<file path="config.mk">
export PLATFORM = sky130hd
export DESIGN_NAME = mul_seq_trunc
export DESIGN_NICKNAME = d
export VERILOG_FILES = /design/src/rtl/mul_seq_trunc.sv
export SDC_FILE = /design/constraint.sdc
export NUM_CORES = 1
export LEC_CHECK = 0
export BUFFER_PORTS_ARGS = -buffer_cell sky130_fd_sc_hd__buf_2
export CORE_MARGIN = 2
export CORE_UTILIZATION = 63
export DETAILED_ROUTE_END_ITERATION = 8
export PLACE_DENSITY = 0.86
export SLEW_MARGIN = 20
export SYNTH_ARGS = -nofsm -noshare
export SYNTH_HDL_FRONTEND = slang
export SYNTH_SLANG_ARGS = --single-unit
</file>
<file path="constraint.sdc">
create_clock -name clk -period 7.8 [get_ports clk]
set_input_delay 1.56 -clock clk [delete_from_list [all_inputs] [get_ports clk]]
set_output_delay 1.56 -clock clk [all_outputs]
set_load 0.01 [all_outputs]
</file>
<file path="src/rtl/mul_seq_trunc.sv">
// Sequential shift-add signed multiplier, one multiplier bit per cycle.
// Approximate mode drops the low TRUNC product columns from every partial product.
module mul_seq_trunc #(
    parameter int W     = 8,
    parameter int TRUNC = 4
) (
    input  logic           clk,
    input  logic           rst,
    input  logic           in_valid,
    output logic           in_ready,
    input  logic [W-1:0]   a,
    input  logic [W-1:0]   b,
    input  logic           approx_en,
    output logic           out_valid,
    input  logic           out_ready,
    output logic [2*W-1:0] o,
    output logic           busy
);

    localparam int PW = 2 * W;
    localparam int JW = $clog2(W);

    localparam logic [1:0] S_IDLE = 2'd0;
    localparam logic [1:0] S_RUN  = 2'd1;
    localparam logic [1:0] S_DONE = 2'd2;

    localparam logic [PW-1:0] ONE    = PW'(1);
    localparam logic [PW-1:0] TMASK  = ~((ONE << TRUNC) - ONE);
    localparam logic [JW-1:0] J_LAST = JW'(W - 1);

    logic [1:0]    state_q,  state_d;
    logic [W-1:0]  a_q,      a_d;
    logic [W-1:0]  b_q,      b_d;
    logic          approx_q, approx_d;
    logic [PW-1:0] acc_q,    acc_d;
    logic [JW-1:0] j_q,      j_d;

    logic [PW-1:0] sext_a;
    logic [PW-1:0] col_mask;
    logic [PW-1:0] addend;
    logic          last_step;

    assign sext_a    = {{W{a_q[W-1]}}, a_q};
    assign col_mask  = approx_q ? TMASK : '1;
    assign addend    = (sext_a << j_q) & col_mask;
    assign last_step = (j_q == J_LAST);

    always_comb begin
        state_d  = state_q;
        a_d      = a_q;
        b_d      = b_q;
        approx_d = approx_q;
        acc_d    = acc_q;
        j_d      = j_q;
        case (state_q)
            S_IDLE: begin
                if (in_valid) begin
                    a_d      = a;
                    b_d      = b;
                    approx_d = approx_en;
                    acc_d    = '0;
                    j_d      = '0;
                    state_d  = S_RUN;
                end
            end
            S_RUN: begin
                // MSB of the multiplier carries negative weight in two's complement
                if (b_q[j_q]) begin
                    if (last_step) acc_d = acc_q - addend;
                    else           acc_d = acc_q + addend;
                end
                if (last_step) state_d = S_DONE;
                else           j_d     = j_q + JW'(1);
            end
            S_DONE: begin
                if (out_ready) state_d = S_IDLE;
            end
            default: state_d = S_IDLE;
        endcase
    end

    always_ff @(posedge clk) begin
        if (rst) begin
            state_q  <= S_IDLE;
            a_q      <= '0;
            b_q      <= '0;
            approx_q <= 1'b0;
            acc_q    <= '0;
            j_q      <= '0;
        end else begin
            state_q  <= state_d;
            a_q      <= a_d;
            b_q      <= b_d;
            approx_q <= approx_d;
            acc_q    <= acc_d;
            j_q      <= j_d;
        end
    end

    assign in_ready  = (state_q == S_IDLE);
    assign busy      = (state_q != S_IDLE);
    assign out_valid = (state_q == S_DONE);
    assign o         = out_valid ? acc_q : '0;

endmodule

</file>
# [After elaboration in Yosys (flattened, before gate mapping)]
# Cells that the tools add are included.
[word_totals] reg_bits=38 input_bits=21 wordCells=42
[classes] n_shift=1 n_reduce_logical=7 bitwise_logic=1 order_cmp=1 eq_ne=8 add_sub_neg=3 mux=15
[op_table] op="16-bit two-way mux" count=4
[op_table] op="16-bit one-hot mux with 2 select lines" count=1
[op_table] op="16-bit adder" count=1
[op_table] op="16-bit bitwise AND" count=1
[op_table] op="16-bit by 3-bit left shift with 16-bit output" count=1
[op_table] op="16-bit subtractor" count=1
[op_table] op="3-bit AND reduction" count=3
[op_table] op="2-bit inequality test (second input constant)" count=4
[op_table] op="2-bit two-way mux" count=3
[op_table] op="3-bit two-way mux" count=2
[op_table] op="2-bit one-hot mux with 3 select lines" count=1
[op_table] op="3-bit one-hot mux with 2 select lines" count=1
[op_table] op="3-bit by 4-bit < comparator with 1-bit output (second input constant)" count=1
[op_table] op="4-bit two-way mux" count=1
[op_table] op="2-bit nonzero test" count=2
[op_table] op="3-bit by 1-bit adder with 3-bit output (second input constant)" count=1
[op_table] op="1-bit binary-select mux with 3-bit select" count=1
[op_table] op="3-bit equality test (second input constant)" count=1
[op_table] op="2-bit by 1-bit equality test with 1-bit output (second input constant)" count=1
[op_table] op="2-bit equality test (second input constant)" count=1
[op_table] op="2-bit zero test" count=1
[op_table] op="2-bit by 1-bit inequality test with 1-bit output (second input constant)" count=1
[op_table] op="2-bit AND reduction" count=1
[op_table] op="1-bit two-way mux" count=1

# [Depth between registers and ports, before layout]
[logic_depth] depth_word=6 depth_mapped=19

# [Worst setup path before layout]
# No wires, ideal clock.
[synth_path] path_type="register -> register" startpoint="register j_q[0]" endpoint="register acc_q[15]" t_arrival_ns=3.395 stages_incl_launch_ff=20 setup_ns=0.069 path_slack_ns=4.336 n_path_buf=3 cell_sequence="dfxtp_1 buf_6 buf_4 buf_2 nand2b_1 a21oi_1 nand2_1 ha_1 nand2_1 nor2_1 a21oi_1 xor2_1 ha_1 a21o_1 a21oi_1 a2bb2oi_1 a31oi_1 nor2_1 xnor3_1 o21ai_1"
[synth_between] elab_chain_len=6 word_cells_on_any_way=12
[synth_rtl] item="from (decl)" line_no="36" text="logic [JW-1:0] j_q, j_d;"
[synth_rtl] item="from (signal assigned)" line_no="96" text="j_q <= j_d;"
[synth_rtl] item="16-bit by 3-bit left shift with 16-bit output" line_no="45" text="assign addend = (sext_a << j_q) & col_mask;"
[synth_rtl] item="16-bit bitwise AND" line_no="45"
[synth_rtl] item="16-bit adder or 16-bit subtractor (tied branches)" line_no="70, 69"
[synth_rtl] item="16-bit two-way mux" line_no="69" text="if (last_step) acc_d = acc_q - addend;"
[synth_rtl] item="16-bit two-way mux" line_no="68" text="if (b_q[j_q]) begin"
[synth_rtl] item="16-bit one-hot mux with 2 select lines" line_no="55" text="case (state_q)"
[synth_rtl] item="to (signal assigned)" line_no="88" text="acc_q <= '0;"
[synth_rtl] item="to (signal assigned)" line_no="95" text="acc_q <= acc_d;"
[synth_rtl] item="to (decl)" line_no="35" text="logic [PW-1:0] acc_q, acc_d;"
# Several ways; a longest one is shown, not always the timed one. The select of a mux whose other input is x is not followed.
# A chain may end at the register's enable or synchronous reset.

# [Worst setup path after layout]
# Same ends and word-level chain as after synthesis.

==> impl_metrics.csv <==
group,metric,value,unit
synthesis,syn_inst,416,
floorplan,pin_count,40,
critical_path,cp.arrival,4.51,ns
layout,final_common_cell,"nand2_1",
sta,maxSlewHeadroom,34.3,%
floorplan,rows,25,
clock_network,post_cts_buffers,0,
synthesis,synth_top_area_cell,"dfxtp_1",
clock_network,insertion_delay,0.30,ns
clock_network,ctsRootBufferMaster,"clkbuf_8",
global_routing,grt_overflow,0,
clock_network,hold_buffers,0,
critical_path,criticalPathCategory,"flop to flop",
synthesis,yosysWarnings,0,
power,p_leak,0.00145,uW
worst_hold_path,hold_class,"flop to flop",
synthesis,synthMuxAreaShare,6.80,%
critical_path,cp-start-kind,"flop",
sta,hold_violations,0,
placed_design,numPortBuffers,39,
clock_network,cts_max_path_buffers,2,
sta,post-route-period-util,54.9,%
synthesis,synth_xor_area_share,6.32,%
clock_network,cts_tree,"yes",
power,ir_drop,129,uV
floorplan,die_area,5550,um^2
synthesis,synth-compound-area-share,22.8,%
clock_network,cts.repair.resized,0,
job,maxCapViolations,0,
power,power_density,185,nW/um^2
sta,fmax,234,MHz
sta,finClkSkew,0.00749,ns
synthesis,synthFlopType,"dfxtp_1",
power,power,633,uW
synthesis,synth_edf_count,0,
routing,first_pass_iters,4,
sta,final_max_slew_viol_count,0,
sta,tightest_slew,0.984,ns
clock_network,numCtsBuffers,5,
layout,syn2layout_area_growth,9.28,%
layout,drive_gt1_share,14.2,%
routing,vias_per_cell,5.90,
clock_network,htreeDepth,2,
synthesis,synth_top_area_share,24.3,%
synthesis,ys_async_sr_fraction,0,%
global_routing,first_global_vias,2628,
critical_path,required,8.03,ns
sta,final-setup-viol-count,0,
routing,routed_wirelength,7200,um
power,combPwrFrac,32.7,%
synthesis,avgSynthCellArea,7.52,um^2
synthesis,yosys.area_share.simple,26.0,%
synthesis,synth_area_leaders,"dfxtp_1 24%, ha_1 7.2%, nand2_1 7.1%",
clock_network,clk_pin_slew_worst_paths,0.08,ns
placed_design,pre_cts_slack,3.61,ns
layout,final_core_util,71.9,%
power,power.share.clock,33.0,%
global_routing,grt_pass1_wl,12000,um
clock_network,cts.sinks,38,
floorplan,die_h,74.5,um
sta,fin_ws,3.52,ns
global_routing,antenna_found_initial,0,
global_routing,grt_max_degree,41,
global_routing,grtUsageTotal,27.4,%
routing,ant_nets,0,
power,switching_share,32.0,%
routing,via_count,2976,
synthesis,synthesis.area,3130,um^2
floorplan,start_util,65.8,%
synthesis,synth_seq_area_share,24.3,%
routing,first_iter_violations,357,
synthesis,ys_ff_latch,38,
layout,mostFrequentLayoutCells,"59 x nand2_1, 43 x a21oi_1, 39 x buf_2",
critical_path,critPathCaptureType,"flop",
sta,fin_setup_tns,0,ns
routing,drcViolationCount,0,
routing,post_drt_wl_per_cell,14.3,um
power,seqPwrFrac,34.3,%
sta,fin_crit,4.28,ns
floorplan,fp.dieW,74.5,um
power,p_int,431,uW
synthesis,synth-adder-area-share,7.84,%
layout,diodes,0,
synthesis,synth_top_family_by_area,"simple AND/OR/NAND/NOR gates",
synthesis,synth.distinct_cells,58,
critical_path,crit_path_max_fanout,27,
floorplan,core-area,4750,um^2
power,switchingPower,202,uW
synthesis,syn_nets,456,
placed_design,routabilityCongestion,0.894,
sta,rsz0062_at_grt,"false",
placed_design,dp_hpwl,5210,um
layout,nNetsFinal,476,
critical_path,rrSetupSlack,3.52,ns
status,status,"finished, final reports clean",
-- power groups by stage --
stage	sequential (uW)	combinational (uW)	clock (uW)
3_5_place_dp	221	203	0
3_3_place_gp	221	197	0
4_1_cts	217	204	212
5_1_grt	219	229	218
6_report	217	207	209
2_1_floorplan	213	173	0
-- through the flow --
step	hold slack (ns)	instances	area [um^2]
after floorplan	0.433	416	3130
after global placement	0.442	496	3280
after detailed placement	0.447	496	3280
after CTS	0.458	504	3420
after global routing	0.474	504	3420
final	0.455	504	3420
-- area by class of cell --
type                            instances  area (um^2)
Clock buffer                            6         82.6
Clock inverter                          2         60.1
Fill cell                             405         1340
Inverter                               15         56.3
Multi-Input combinational cell        337         2180
Sequential cell                        38          761
Tap cell                               67         83.8
Timing Repair Buffer                   39          195
-- flip-flops by register name (all words and copies together), names as in the netlist --
name	cells
j_q	3
acc_q	16
b_q	8
state_q	2
a_q	8
approx_q	1
-- worst max-delay path, stage by stage, from the launching register on --
cell,delay (ns)
dfxtp_1,0.94
nand2_1,0.33
mux2_2,0.39
o32a_1,0.39
nor3_1,0.25
nor2_1,0.08
xnor2_1,0.22
ha_1,0.31
o21a_1,0.22
o21a_1,0.19
o21ai_0,0.19
a31oi_1,0.07
nor2_1,0.17
xnor3_1,0.32
o21ai_1,0.12
-- worst paths after layout --
kind,from,end,depth (start not counted)
hold reg to reg,b_q[4],b_q[4],2
setup reg to reg,j_q[0],acc_q[15],14
setup / recovery,j_q[0],acc_q[15],14
hold / removal,b_q[4],b_q[4],2
-- layer usage --
metal  vias up  global-route usage (%)  part of all wire [%]
met3        13                    4.07                   5.4
li1       1505                       -                     -
met2        95                    45.9                    47
met5         -                       0                     0
met1      1363                    36.7                    46
met4         0                    7.94                   1.3
-- synth_stat cells (4+ instances only) --
cell      instances
a211oi_1          4
a21o_1            4
a21oi_1          43
a22oi_1           4
a31o_2            4
a31oi_1           5
and2_1           19
clkbuf_1         16
dfxtp_1          38
ha_1             18
inv_1            14
mux2i_1          10
nand2_1          59
nand2b_1          8
nand3_1           9
nor2_1           33
nor2b_1           9
nor3_1           14
o211ai_1          4
o21a_1            8
o21ai_0          16
xnor2_1          11
xor2_1            9
-- logic make-up after synthesis --
kind of cell,count (synthesis)
flops,38
simple gates,168
mux,17
buf+inv,41
compound gates,112
xor+xnor,21
fa+ha+maj,19
(Power assumes the default switching activity.)
